**src/rtl/aes_pkg.sv**
```systemverilog
// Shared definitions for the AES input stage: block/word geometry,
// the first-round number and the input FSM state encoding.
package aes_pkg;

   localparam int AES_BLK_W  = 128;
   localparam int AES_WORD_W = 32;

   localparam logic [3:0] RND_FIRST = 4'd1;
   localparam logic [3:0] RND_NONE  = 4'd0;

   typedef enum logic [1:0] {
      ST_IDLE = 2'd0,
      ST_KEY  = 2'd1,
      ST_DATA = 2'd2,
      ST_HOLD = 2'd3
   } state_t;

endpackage

```
**src/rtl/aes_word_packer.sv**
```systemverilog
// Four-entry 32-bit word register loaded one word at a time by index.
// Word 0 lands in blk[0:31], word 3 in blk[96:127]; clr wipes all words.
module aes_word_packer
   import aes_pkg::*;
(
   input  logic                  clk,
   input  logic                  rst,
   input  logic                  clr,
   input  logic                  load,
   input  logic [1:0]            idx,
   input  logic [0:AES_WORD_W-1] word,
   output logic [0:AES_BLK_W-1]  blk
);

   logic [0:AES_WORD_W-1] words_r [0:3];

   // Word storage: async clear on reset, synchronous clear or indexed load.
   always_ff @(posedge clk or negedge rst) begin
      if (!rst) begin
         for (int i = 0; i < 4; i++) begin
            words_r[i] <= '0;
         end
      end else if (clr) begin
         for (int i = 0; i < 4; i++) begin
            words_r[i] <= '0;
         end
      end else if (load) begin
         words_r[idx] <= word;
      end
   end

   assign blk = {words_r[0], words_r[1], words_r[2], words_r[3]};

endmodule

```
**src/rtl/aes_input_stage.sv**
```systemverilog
// AES input stage: collects a 4-word key and 4-word plaintext blocks,
// then presents round-0 state (plaintext XOR key) and the key to round 1.
// The key persists across any number of plaintext blocks.
module aes_input_stage
   import aes_pkg::*;
(
   input  logic                  clk,
   input  logic                  rst,
   input  logic [0:AES_WORD_W-1] wordIn,
   input  logic                  wordValid,
   input  logic                  wordIsKey,
   output logic                  wordReady,
   output logic [0:AES_BLK_W-1]  rndDataOut,
   output logic [0:AES_BLK_W-1]  rndKeyOut,
   output logic [0:3]            rndNum,
   output logic                  outValid,
   input  logic                  outReady,
   output logic                  seqErr
);

   state_t                 state_r, state_s;
   logic [1:0]             cnt_r, cnt_s;
   logic                   key_loaded_r, key_loaded_s;
   logic                   seq_err_r;
   logic                   out_valid_r;
   logic [0:3]             rnd_num_r;
   logic [0:AES_BLK_W-1]   rnd_data_r, rnd_key_r;

   logic                   accept_s;
   logic                   set_err_s;
   logic                   key_load_s, key_clr_s;
   logic                   data_load_s, data_clr_s;
   logic                   fire_s, drain_s;
   logic [0:AES_BLK_W-1]   key_blk_s, data_blk_s, data_full_s;

   // Ready is held low throughout reset so nothing is accepted while the stage is cleared.
   assign wordReady = rst & (state_r != ST_HOLD);
   assign accept_s  = wordValid & wordReady;

   aes_word_packer u_key_packer (
      .clk  (clk),
      .rst  (rst),
      .clr  (key_clr_s),
      .load (key_load_s),
      .idx  (cnt_r),
      .word (wordIn),
      .blk  (key_blk_s)
   );

   aes_word_packer u_data_packer (
      .clk  (clk),
      .rst  (rst),
      .clr  (data_clr_s),
      .load (data_load_s),
      .idx  (cnt_r),
      .word (wordIn),
      .blk  (data_blk_s)
   );

   // Full plaintext on the completing edge: words 0..2 from storage, word 3 straight from the input.
   always_comb begin
      data_full_s          = data_blk_s;
      data_full_s[96:127]  = wordIn;
   end

   // Next-state and control decode for the word-collection FSM.
   always_comb begin
      state_s      = state_r;
      cnt_s        = cnt_r;
      key_loaded_s = key_loaded_r;
      set_err_s    = 1'b0;
      key_load_s   = 1'b0;
      key_clr_s    = 1'b0;
      data_load_s  = 1'b0;
      data_clr_s   = 1'b0;
      fire_s       = 1'b0;
      drain_s      = 1'b0;
      case (state_r)
         ST_IDLE: begin
            if (accept_s) begin
               if (wordIsKey) begin
                  key_load_s = 1'b1;
                  cnt_s      = 2'd1;
                  state_s    = ST_KEY;
               end else if (key_loaded_r) begin
                  data_load_s = 1'b1;
                  cnt_s       = 2'd1;
                  state_s     = ST_DATA;
               end else begin
                  set_err_s = 1'b1;
               end
            end else begin
               state_s = ST_IDLE;
            end
         end
         ST_KEY: begin
            if (accept_s) begin
               if (wordIsKey) begin
                  key_load_s = 1'b1;
                  if (cnt_r == 2'd3) begin
                     key_loaded_s = 1'b1;
                     cnt_s        = 2'd0;
                     state_s      = ST_IDLE;
                  end else begin
                     cnt_s = cnt_r + 2'd1;
                  end
               end else begin
                  set_err_s    = 1'b1;
                  key_clr_s    = 1'b1;
                  key_loaded_s = 1'b0;
                  cnt_s        = 2'd0;
                  state_s      = ST_IDLE;
               end
            end else begin
               state_s = ST_KEY;
            end
         end
         ST_DATA: begin
            if (accept_s) begin
               if (!wordIsKey) begin
                  data_load_s = 1'b1;
                  if (cnt_r == 2'd3) begin
                     fire_s  = 1'b1;
                     cnt_s   = 2'd0;
                     state_s = ST_HOLD;
                  end else begin
                     cnt_s = cnt_r + 2'd1;
                  end
               end else begin
                  set_err_s  = 1'b1;
                  data_clr_s = 1'b1;
                  cnt_s      = 2'd0;
                  state_s    = ST_IDLE;
               end
            end else begin
               state_s = ST_DATA;
            end
         end
         ST_HOLD: begin
            if (outReady) begin
               drain_s = 1'b1;
               state_s = ST_IDLE;
            end else begin
               state_s = ST_HOLD;
            end
         end
         default: begin
            state_s = ST_IDLE;
            cnt_s   = 2'd0;
         end
      endcase
   end

   // FSM state, word counter, key-present and sticky error flags.
   always_ff @(posedge clk or negedge rst) begin
      if (!rst) begin
         state_r      <= ST_IDLE;
         cnt_r        <= 2'd0;
         key_loaded_r <= 1'b0;
         seq_err_r    <= 1'b0;
      end else begin
         state_r      <= state_s;
         cnt_r        <= cnt_s;
         key_loaded_r <= key_loaded_s;
         seq_err_r    <= seq_err_r | set_err_s;
      end
   end

   // Round-1 output registers: loaded on block completion, valid/round cleared on hand-off.
   always_ff @(posedge clk or negedge rst) begin
      if (!rst) begin
         out_valid_r <= 1'b0;
         rnd_num_r   <= RND_NONE;
         rnd_data_r  <= '0;
         rnd_key_r   <= '0;
      end else if (fire_s) begin
         out_valid_r <= 1'b1;
         rnd_num_r   <= RND_FIRST;
         rnd_data_r  <= data_full_s ^ key_blk_s;
         rnd_key_r   <= key_blk_s;
      end else if (drain_s) begin
         out_valid_r <= 1'b0;
         rnd_num_r   <= RND_NONE;
      end
   end

   assign outValid   = out_valid_r;
   assign rndNum     = rnd_num_r;
   assign rndDataOut = rnd_data_r;
   assign rndKeyOut  = rnd_key_r;
   assign seqErr     = seq_err_r;

endmodule

```
**config.mk**
```make
export PLATFORM = sky130hd
export DESIGN_NAME = aes_input_stage
export DESIGN_NICKNAME = d
export VERILOG_FILES = /design/src/rtl/aes_pkg.sv /design/src/rtl/aes_word_packer.sv /design/src/rtl/aes_input_stage.sv
export SDC_FILE = /design/constraint.sdc
export NUM_CORES = 1
export LEC_CHECK = 0
export CORE_MARGIN = 2
export CORE_UTILIZATION = 48
export DETAILED_ROUTE_END_ITERATION = 8
export PLACE_DENSITY = 0.8
export REMOVE_ABC_BUFFERS = 1
export SYNTH_ARGS = -nofsm -noshare
export SYNTH_HDL_FRONTEND = slang
export SYNTH_SLANG_ARGS = --single-unit
```
**constraint.sdc**
```tcl
create_clock -name clk -period 4 [get_ports clk]
set_input_delay 0.6 -clock clk [delete_from_list [all_inputs] [get_ports clk]]
set_output_delay 0.6 -clock clk [all_outputs]
set_load 0.05 [all_outputs]
```
---- Yosys cells after proc, flatten, opt, wreduce, memory -nomap -nowiden ----
Index checks and enable logic that the tools add are counted.
word-level totals
  flip-flop bits (word level) ............. 523
  input bits .............................. 37
  output and inout port bits .............. 263
  logic and storage cells ................. 102
cells by class
  $add $sub $neg .......................... 1
  $lt $le $gt $ge ......................... 2
  equality and inequality tests ........... 13
  mux-type cells .......................... 55
  bitwise logic cells ..................... 5
  reductions and logical operators ........ 10
operators with widths
  operator                                                    number
  two-way mux 128 bit                                         4
  bitwise mux 128 bit                                         2
  bitwise XOR 128 bit                                         1
  demux 32 bit (select 2 bit)                                 1
  two-way mux 2 bit                                           18
  two-way mux 32 bit                                          1
  two-way mux 1 bit                                           23
  inequality test 4 bit, second input constant                3
  two-way mux 4 bit                                           2
  inequality test 2 bit, second input constant                4
  one-hot mux 2 bit (4 select lines)                          1
  == test 2 bit, second input constant                        3
  one-hot mux 2 bit (3 select lines)                          1
  AND reduction 3 bit                                         2
  nonzero test 2 bit                                          3
  AND reduction 5 bit                                         1
  >= comparator 3 bit, second input constant                  1
  less-than comparator 3 x 1 -> 1 bit, second input constant  1
  inequality test 3 bit, second input constant                1
  NOT 2 -> 3 bit                                              1
  one-hot mux 1 bit (3 select lines)                          1
  nonzero test 3 bit                                          1
  adder 2 x 1 -> 2 bit, second input constant                 1
  AND 1 bit                                                   2
  7 further kinds                                             7

---- Depth between registers and ports, before layout ----
  depth in word-level cells ............... 8
  mapped depth ............................ 10
  depth with buffers taken out ............ 6

---- By module ----
Synthesis repeated with hierarchy kept, for this count alone.
unflattened totals
  cells, all modules ...................... 1783
  area, all modules ....................... 22699.3 um2
modules (own cells, without submodules)
  module           instances  cells each  area an instance (um2)  sequential area each (um2)
  aes_word_packer  2          452         5680.4                  3203.1
  aes_input_stage  1          879         11338.4                 6581.3

---- Least setup slack after synthesis ----
OpenSTA, ideal clock, no wires.
  kind .................................... register to register
  start ................................... register state_r[0]
  end ..................................... register u_key_packer.words_r, in the netlist u_key_packer.blk[100]
  setup time .............................. 121 ps
  arrival ................................. 1876 ps
  required time ........................... 3879 ps
  setup slack ............................. 2003 ps
  stages on the path, launching flop included .. 11
  path buffers ............................ 4
  period minus slack after synthesis ...... 1997 ps
  path through ............................ dfrtp_1 inv_1 ha_1 buf_6 a21o_1 and2_1 buf_6 and3_4 buf_6 buf_6 a22o_1
between the ends
  longest elaborated chain between the ends .. 6
  elaborated cells on any way between the ends .. 12
  classes of those cells .................. eq/ne: 2; mux: 5; bitwise: 2; reduce/logical: 3
ends and longest elaborated chain
  item                                                              RTL line                RTL
  start, declared                                                   aes_input_stage.sv:21   state_t state_r, state_s;
  start signal, assigned                                            aes_input_stage.sv:162  state_r <= state_s;
  inequality test 2 bit                                             aes_input_stage.sv:37   assign wordReady = rst & (state_r != ST_HOLD);
  AND 1 bit                                                         aes_input_stage.sv:37
  AND 1 bit                                                         aes_input_stage.sv:38   assign accept_s = wordValid & wordReady;
  two-way mux 1 bit, on equally long branches (2 in series)         -
  two-way mux 128 bit / nonzero test 2 bit (equally long branches)  -
  end signal, assigned by index                                     aes_word_packer.sv:28   words_r[idx] <= word;
  end, declared                                                     aes_word_packer.sv:15   logic [0:AES_WORD_W-1] words_r [0:3];
Parallel ways exist; a longest one is shown, timed or not.
A chain may end at the register's enable or synchronous reset.

---- Worst setup path in the final report ----
  start ................................... input rst
  end ..................................... output wordReady
between the ends
  longest elaborated chain between the ends .. 1
ends and longest elaborated chain
  item             RTL line               RTL
  start, declared  aes_input_stage.sv:8   input logic rst,
  AND 1 bit        aes_input_stage.sv:37
  end, declared    aes_input_stage.sv:12  output logic wordReady,
Every way passes these cells.

==> results_dict.tcl <==
set metrics [dict create \
    cts_tree "built" \
    wire_per_inst_um 21.62 \
    yosysTopAreaCell "dfrtp_1" \
    start_util 0.4861 \
    dp_slack_ns 0.7892 \
    min_period_ns 3.317 \
    antenna_found_initial 0 \
    multiInputGateArea_um2 6414 \
    track_usage 0.2390 \
    avgSynthCellArea_um2 12.97 \
    hold-path-cell-count 1 \
    fp.dieW_um 204.4 \
    yosysSeqAreaShare 0.6324 \
    r2r_setup_slack_ns 1.10 \
    drv_slew 0 \
    antenna_cells 0 \
    slew-limit-headroom 0.1451 \
    reg2regPathDepth 5 \
    hp-start "rndKeyOut[1]" \
    die_height_um 204.4 \
    port_buffers 296 \
    criticalPathCategory "in2out" \
    hpwl_um 30750 \
    outcome "complete, no violations" \
    yosys_most_used_dff "dfrtp_1" \
    vias 12940 \
    cts-htree-levels 2 \
    synth_fa_ha_area_frac 0.005843 \
    crit_family "buffers and inverters" \
    synthMuxAreaShare 0.07642 \
    stdcell_count 2278 \
    io_pins 300 \
    rr_endpoint "u_key_packer.blk[83]" \
    crit_path_end_kind "output port" \
    cts.repair.resized 0 \
    syn2layout_area_growth_pct 24.52 \
    synth_xor_area_frac 0.05817 \
    startpoint_type "input pin" \
    synth_area_leaders "dfrtp_1 63%, a22o_1 8.5%, mux2_2 7.5%, xnor2_1 5.8%, a21oi_1 3.9%" \
    final_nets 1768 \
    clock_skew_ns 0.02557 \
    drive_gt1_frac 0.1329 \
    grt_start_max_net_pins 177 \
    critPathLaunch "rst" \
    fin_ws_ns 0.6829 \
    synth_warnings 0 \
    route.detailed.drc 0 \
    setup_viol 0 \
    root_buffer "clkbuf_16" \
    fill_cells 3066 \
    coreArea_um2 39640 \
    ant_nets 0 \
    vdd_drop_max_uv 407.4 \
    p_leak_nw 10.82 \
    hold_path_end "rndKeyOut[1]" \
    grt_pass1_wl_um 77360 \
    yosysTopAreaCellShare 0.6324 \
    cp.required_ns 3.40 \
    ff_latch_area_um2 12190 \
    syn_area_um2 19270 \
    grt_overflow 0 \
    crit_path_max_incr_delay_ns 0.64 \
    yosys_register_bits 487 \
    rsz0062_at_grt "no" \
    fmax_ghz 0.3015 \
    synth_top_family_by_area "compound AO/OA/AOI/OAI gates" \
    synth_edf_count 0 \
    crit_path_cell_trace "dlygate4sd3_1 -> buf_8 -> buf_4 -> nor2b_1 -> buf_12" \
    synth-compound-area-share 0.1376 \
    cp_slowest_cell "buf_4" \
    fin_crit_sh 0.8293 \
    r2r-start "state_r[0]" \
    drt-pass1-iter-count 5 \
    hold_violations 0 \
    crit_path_max_fanout 54 \
    maxCapViolations 0 \
    utilization 0.6053 \
    postSynthCellCount 1486 \
    numClockSinks 487 \
    gp_congestion 0.8173 \
    cts_buffer_depth 3 \
    clkTransAtPathRegs_ns 0.06 \
    crit_buf_inv 4 \
    holdWs_ns 0.4907 \
    synth.distinct_cells 41 \
    arrival_ns 2.72 \
    grt_pass1_vias 13180 \
    routed_wl_um 49260 \
    cts_buffers 49 \
    num_rows 73 \
    clkLatencyLatePin_ns 0.59 \
    initialDrtViolationCount 786 \
    worstMarginPinSlew_ns 1.278 \
    async_reset_ff_frac 1.000 \
    hold_class "reg2reg" \
    synthSimpleGateAreaFrac 0.05103 \
    die_area_um2 41770 \
    power.density_nw_per_um2 780.0 \
    dp.cells 2195 \
    vias_per_cell 5.678 \
]
metal layers:
layer  track usage  share of wire  vias up
met4       0.07738          0.026        0
li1              -              -     5672
met1        0.3387           0.44     6717
met2        0.3742           0.48      454
met5             0              0        -
met3       0.04528          0.062       92
how the worst max path moves through the flow:
stage / end / slack (ns) / cells past startpoint
after floorplan: rndKeyOut[0] / -5.19 / 5
after global placement: u_key_packer.blk[72] / 0.90 / 5
after detailed placement: u_key_packer.blk[78] / 0.79 / 5
after CTS: wordReady / 0.59 / 5
after global routing: wordReady / 0.47 / 5
final: wordReady / 0.68 / 5
layout make-up:
type                    instances  area share
clock buffers                  66     0.05710
clock inverters                16    0.008030
inverters                       4   0.0006257
multi-input cells             870      0.2673
flip-flops and latches        487      0.5079
well taps                     525     0.02738
repair buffers                310      0.1317
cells in the final DEF (no fill, tap or decap), types with 3 or more instances in the layout:
master             n
and2_2             3
a21oi_1          150
inv_1              4
buf_12             7
nor3_1             3
nand2_1           29
clkdlybuf4s50_1  294
nand3_1           40
clkbuf_1           9
clkbuf_16         49
clkbuf_8           8
xnor2_1          128
bufinv_16          4
o21ai_0           21
a21oi_4            3
mux2_2           128
buf_4              7
a21o_1             3
o21ai_4            4
ha_1               9
nor2_1           130
dfrtp_1          487
o211ai_1           3
conb_1             3
a22o_1           188
clkinv_2           8
and3_2             3
repair_timing:
item,4_1_cts,5_1_grt
buffers inserted,0,0
hold buffers,1,0
endpoints found under the hold margin,50,0
power by group:
group / total, mW / leakage (nW) / switching (mW) / internal (mW)
Sequential: 7.68 / 6.53 / 1.30 / 6.38
Clock: 4.50 / 0.769 / 1.86 / 2.64
Combinational: 6.54 / 3.52 / 3.94 / 2.60
Total: 18.7 / 10.8 / 7.10 / 11.6
cell families after synthesis:
| kind of cell | count (synthesis) |
|---|---|
| DFF | 487 |
| adders and majority gates | 9 |
| xor gates and xnor gates | 128 |
| buffers and inverters | 131 |
| and+or+nand+nor | 221 |
| other | 1 |
| muxes | 131 |
| AOI/OAI and AO/OA | 378 |
synthesized netlist by cell type (12+ instances only):
cell type and n:
buf_2 62, mux2_2 128, dfrtp_1 487, a22o_1 188, buf_6 18, o21ai_0 21
nor2_1 130, xnor2_1 128, buf_1 26, nand3_1 40, clkbuf_1 12, a21oi_1 150
nand2_1 29
registers in the layout (all words and copies together) (netlist names), 2 cells and up:
register / flops
rndDataOut: 128
state_r: 2
rndKeyOut: 128
u_key_packer.blk: 128
cnt_r: 2
u_data_packer.blk: 96
stage by stage:
stage | TNS, ns | cell area, µm² | power [mW]
floorplan | -1262.93 | 18560 | 11.85
global placement | 0 | 22420 | 14.07
detailed placement | 0 | 22420 | 14.25
CTS | 0 | 24000 | 18.84
global route | 0 | 24000 | 19.59
finish | 0 | 24000 | 18.72
(Power assumes the default switching activity.)
